`src/rtl/mfm_pkg.sv`:
```
// Shared widths, window geometry and the truncating shift used by the MFM data separator.
package mfm_pkg;

    localparam int DEF_CELL_CLKS = 10;

    function automatic int cnt_width(input int cells);
        return $clog2(cells);
    endfunction

    function automatic int err_width(input int cells);
        return $clog2(cells) + 1;
    endfunction

    function automatic int half_of(input int cells);
        return cells / 2;
    endfunction

    function automatic int clock_centre(input int cells);
        return half_of(cells) / 2;
    endfunction

    function automatic int data_centre(input int cells);
        return half_of(cells) + half_of(cells) / 2;
    endfunction

    // Arithmetic shift that rounds toward zero rather than toward minus infinity.
    function automatic int trunc_shift(input int err, input int shift);
        if (err < 0)
            return -((-err) >>> shift);
        return err >>> shift;
    endfunction

endpackage

```
`src/rtl/mfm_dpll_sep_edge_sync.sv`:
```
// Read-data synchroniser followed by a one-cycle rising-edge pulse generator.
module mfm_edge_sync #(
    parameter int SYNC_STAGES = 2
) (
    input  logic clk_50,
    input  logic reset,
    input  logic raw_mfm,
    output logic pulse
);

    logic [SYNC_STAGES-1:0] sync;
    logic                   last_q;

    always_ff @(posedge clk_50) begin
        if (reset) begin
            sync   <= '0;
            last_q <= 1'b0;
            pulse  <= 1'b0;
        end else begin
            sync   <= {sync[SYNC_STAGES-2:0], raw_mfm};
            last_q <= sync[SYNC_STAGES-1];
            pulse  <= sync[SYNC_STAGES-1] & ~last_q;
        end
    end

endmodule

```
`src/rtl/mfm_dpll_sep.sv`:
```
// Proportional-gain DPLL data separator: tracks bit-cell phase from flux pulses and
// emits one decoded MFM data bit per cell with clock-bit, violation and lock status.
module mfm_dpll_sep
    import mfm_pkg::*;
#(
    parameter int CELL_CLKS     = DEF_CELL_CLKS,
    parameter int GAIN_SHIFT    = 1,
    parameter int SYNC_STAGES   = 2,
    parameter int LOCK_TOL      = 1,
    parameter int LOCK_COUNT    = 8,
    parameter int MAX_GAP_CELLS = 3
) (
    input  logic                       clk_50,
    input  logic                       reset,
    input  logic                       raw_mfm,
    output logic                       cell_clk,
    output logic                       data_window,
    output logic                       data_bit,
    output logic                       clock_bit,
    output logic                       bit_valid,
    output logic                       clock_violation,
    output logic                       locked,
    output logic [$clog2(CELL_CLKS):0] phase_err
);

    localparam int CW   = cnt_width(CELL_CLKS);
    localparam int EW   = err_width(CELL_CLKS);
    localparam int HALF = half_of(CELL_CLKS);
    localparam int CC   = clock_centre(CELL_CLKS);
    localparam int CD   = data_centre(CELL_CLKS);
    localparam int LW   = $clog2(LOCK_COUNT + 1);
    localparam int GW   = $clog2(MAX_GAP_CELLS + 2);

    logic          pulse;
    logic [CW-1:0] cnt;
    logic          cp;
    logic          dp;
    logic          prev_data;
    logic [LW-1:0] lock_cnt;
    logic [GW-1:0] gap_cnt;

    int   cnt_i;
    int   err_i;
    int   corr_i;
    int   next_i;
    int   lock_i;
    int   gap_i;
    logic in_clk;
    logic in_tol;
    logic cell_end;
    logic cp_new;
    logic dp_new;

    mfm_edge_sync #(
        .SYNC_STAGES(SYNC_STAGES)
    ) u_edge_sync (
        .clk_50 (clk_50),
        .reset  (reset),
        .raw_mfm(raw_mfm),
        .pulse  (pulse)
    );

    assign cell_clk    = (int'(cnt) < HALF);
    assign data_window = ~cell_clk;

    // Phase error is measured against the centre of whichever window the pulse fell in.
    always_comb begin
        cnt_i    = int'(cnt);
        in_clk   = (cnt_i < HALF);
        err_i    = cnt_i - (in_clk ? CC : CD);
        corr_i   = pulse ? trunc_shift(err_i, GAIN_SHIFT) : 0;
        next_i   = cnt_i + 1 - corr_i;
        cell_end = (next_i == CELL_CLKS);
        cp_new   = cp | (pulse & in_clk);
        dp_new   = dp | (pulse & ~in_clk);
        in_tol   = (((err_i < 0) ? -err_i : err_i) <= LOCK_TOL);
        lock_i   = int'(lock_cnt);
        gap_i    = int'(gap_cnt);
        if (pulse) begin
            gap_i = 0;
            if (in_tol)
                lock_i = (lock_i + 1 > LOCK_COUNT) ? LOCK_COUNT : lock_i + 1;
            else
                lock_i = 0;
        end else if (cell_end && !cp_new && !dp_new) begin
            if (gap_i <= MAX_GAP_CELLS)
                gap_i = gap_i + 1;
            if (gap_i > MAX_GAP_CELLS)
                lock_i = 0;
        end
    end

    always_ff @(posedge clk_50) begin
        if (reset) begin
            cnt             <= '0;
            cp              <= 1'b0;
            dp              <= 1'b0;
            prev_data       <= 1'b0;
            lock_cnt        <= '0;
            gap_cnt         <= '0;
            locked          <= 1'b0;
            phase_err       <= '0;
            bit_valid       <= 1'b0;
            data_bit        <= 1'b0;
            clock_bit       <= 1'b0;
            clock_violation <= 1'b0;
        end else begin
            cnt       <= cell_end ? '0 : next_i[CW-1:0];
            bit_valid <= cell_end;
            lock_cnt  <= lock_i[LW-1:0];
            gap_cnt   <= gap_i[GW-1:0];
            locked    <= (lock_i == LOCK_COUNT);
            if (pulse)
                phase_err <= err_i[EW-1:0];
            // A pulse in the closing cycle still belongs to the cell being closed.
            if (cell_end) begin
                data_bit        <= dp_new;
                clock_bit       <= cp_new;
                clock_violation <= (cp_new != (!prev_data && !dp_new));
                prev_data       <= dp_new;
                cp              <= 1'b0;
                dp              <= 1'b0;
            end else begin
                cp <= cp_new;
                dp <= dp_new;
            end
        end
    end

endmodule

```
`config.mk`:
```
export PLATFORM = sky130hd
export DESIGN_NAME = mfm_dpll_sep
export DESIGN_NICKNAME = d
export VERILOG_FILES = /design/src/rtl/mfm_pkg.sv /design/src/rtl/mfm_dpll_sep_edge_sync.sv /design/src/rtl/mfm_dpll_sep.sv
export SDC_FILE = /design/constraint.sdc
export NUM_CORES = 1
export LEC_CHECK = 0
export ABC_AREA = 1
export ABC_CLOCK_PERIOD_IN_PS = 6700
export CORE_MARGIN = 3
export CORE_UTILIZATION = 45
export DETAILED_ROUTE_END_ITERATION = 8
export PLACE_DENSITY = 0.6
export SETUP_SLACK_MARGIN = 0.4
export SKIP_LAST_GASP = 1
export SLEW_MARGIN = 10
export SYNTH_ARGS = -nofsm -noshare
export SYNTH_HDL_FRONTEND = slang
export SYNTH_SLANG_ARGS = --single-unit
export TNS_END_PERCENT = 1
```
`constraint.sdc`:
```
create_clock -name clk_50 -period 6.7 [get_ports clk_50]
set_input_delay 1.34 -clock clk_50 [delete_from_list [all_inputs] [get_ports clk_50]]
set_output_delay 1.34 -clock clk_50 [all_outputs]
set_load 0.01 [all_outputs]
```
==> impl_metrics.ini <==
[run_status]
status = complete, no violations

[global_route]
antenna_found_initial = 0
grt_remaining_overflow = 0
grt_start_max_net_pins = 24
grt_pass1_vias = 2971
grt_pass1_wl_mm = 13.7
track_usage_pct = 21.2

[yosys]
synthesis.nets = 533
synth_flop_cell = dfxtp_1
synth_cells = 499
syn_avg_cell_area_um2 = 6.31
syn_area_um2 = 3150
synth-seq-cells = 27
async_flop_share_pct = 0
synth.distinct_cells = 43
ys_warn_count = 0
synth_edf_count = 0
ys_seq_area_share_pct = 17.2

[sta]
slew_headroom_pct = 62.3
min_period_ns = 5.57
finalCritPeriodShare_pct = 83.1
finalSetupTns_ns = 0
slew_violations = 0
hold_violations = 0
setup_viol = 0
fmax_ghz = 0.180
clock_skew_ns = 0.00679
rsz0062_at_grt = false
setup_slack_ns = 1.13
worstMarginPinSlew_ns = 0.565

[layout]
fin_nets = 554
final_cell_mix = nand2_1, inv_1, nor2_1
fill_cells = 685
final_common_cell = nand2_1
syn_to_final_growth_pct = 10.3
antenna_cells = 0
drive_gt1_share_pct = 13.3

[clock_tree]
clk_path_buf_depth = 2
ctsHoldBuffers = 0
cts_tree = done
clk_latency_ns = 0.28
cts_buffers = 3
cts.sinks = 27
htreeDepth = 1
cts_root_buffer = clkbuf_8
clk_pin_slew_ns = 0.10

[die]
coreArea_um2 = 6570
fp.dieW_um = 89.7
initial_utilization_pct = 48.0
io_pins = 15
dieArea_um2 = 8040
die_height_um = 89.7
rows = 29

[worst_hold_path]
hold_depth = 1
hold_path_class = reg2reg

[routing]
via_count = 3098
dr.pass1.iters = 4
route.detailed.drc = 0
viasPerCell = 5.06
wl_per_cell_um = 12.7
first_iter_violations = 161
ant_nets = 0
drt_wl_total_mm = 7.78

[worst_setup_path]
crit_top_cell = nand2_1
worstPathRequired_ns = 6.93
worst-path-buf-inv = 7
cp_slowest_cell = nand2_1
crit_arrival_ns = 5.79
reg2regPathDepth = 33
crit_type = reg2reg
crit_cells = 33
crit_fanout = 13
path_delay_family = simple AND/OR/NAND/NOR gates
slowest_delay_ns = 0.42
cp-start-kind = flip-flop
endpoint_kind = flip-flop

[placed_design]
post-place-ws_ns = 1.09
hpwl_mm = 6.42
io_buffers = 14
gp_congestion = 0.864

[job]
drv_cap = 0
layout make-up:
class                           count  area [µm²]  area share (%)
Multi-Input combinational cell    378        2240            64.4
Sequential cell                    27         541            15.6
Inverter                           90         344            9.90
Timing Repair Buffer               20         185            5.33
Tap cell                           93         116            3.35
Clock buffer                        3        41.3            1.19
Clock inverter                      1        8.76           0.252
final timing paths:
check	slack, ns	to	startpoint
worst max-delay path	1.13	locked	cnt[0]
worst min-delay path	0.39	u_edge_sync.pulse	u_edge_sync.last_q
worst max register to register	1.13	locked	cnt[0]
worst min register to register	0.39	u_edge_sync.pulse	u_edge_sync.last_q
flip-flops by register name, indices dropped and copies added, names as in the netlist, named ones only:
name and cells:
dp 1, u_edge_sync.pulse 1, cp 1, bit_valid 1, gap_cnt 2, cnt 4
u_edge_sync.last_q 1, u_edge_sync.sync 2, locked 1, lock_cnt 4, clock_violation 1, prev_data 1
phase_err 5, clock_bit 1
cell usage after synthesis (2+ instances only):
cell | number | share of area, %
o21ai_1 | 6 | 0.95
nor3_1 | 8 | 1.3
nand4_2 | 3 | 1.2
buf_4 | 4 | 0.95
dfxtp_1 | 27 | 17
nor2_1 | 65 | 7.7
or2_2 | 4 | 0.79
clkinv_1 | 2 | 0.24
nor2_8 | 2 | 1.3
o21ai_0 | 17 | 2.7
nand2_1 | 108 | 13
ha_1 | 30 | 12
nand2_4 | 4 | 1.4
o211ai_1 | 2 | 0.48
nand2_2 | 11 | 2.2
inv_1 | 81 | 9.7
nor2_2 | 6 | 1.2
inv_2 | 6 | 0.72
nand4_1 | 14 | 2.8
nand3_4 | 2 | 1.1
xor2_1 | 5 | 1.4
nor2_4 | 3 | 1.1
a21oi_1 | 13 | 2.1
nand3_2 | 14 | 4.4
nand3b_1 | 3 | 0.72
o22ai_1 | 2 | 0.40
xnor2_1 | 3 | 0.83
nand3_1 | 39 | 6.2
through the flow:
stage / cell area (µm²) / utilization [%] / instances / hold slack (ns)
2_1_floorplan: 3150 / - / 499 / 0.373
3_3_place_gp: 3380 / 51.5 / 603 / 0.376
3_5_place_dp: 3380 / 51.5 / 603 / 0.385
4_1_cts: 3430 / 52.3 / 607 / 0.401
5_1_grt: 3470 / 52.9 / 612 / 0.409
6_report: 3470 / 52.9 / 612 / 0.395
cell families (layout without fill, tap and decap cells):
group	count (synthesis)	after routing	share of synthesized area (%)
AND/OR/NAND/NOR	290	290	47.4
adder cells (fa/ha/maj)	31	31	12.6
flip-flops	27	27	17.2
buffers and inverters	94	114	11.8
XOR/XNOR	8	8	2.22
AO/OA/AOI/OAI	49	49	8.86
what timing repair did:
item | in CTS | in global routing
gates resized for setup | 0 | 1
endpoints found under the setup margin | 0 | 1
buffers inserted | 0 | 5
routing by layer:
metal | wire length, µm | up-vias | GRT usage (%)
li1 | - | 1647 | -
met1 | 3890 | 1400 | 29.7
met2 | 3630 | 46 | 35.9
met3 | 241 | 5 | 2.65
met4 | 17 | 0 | 2.30
met5 | 0 | - | 0
Power is not shown: default switching activity piles up to over one toggle a cycle in this logic, so the estimate is an artifact.
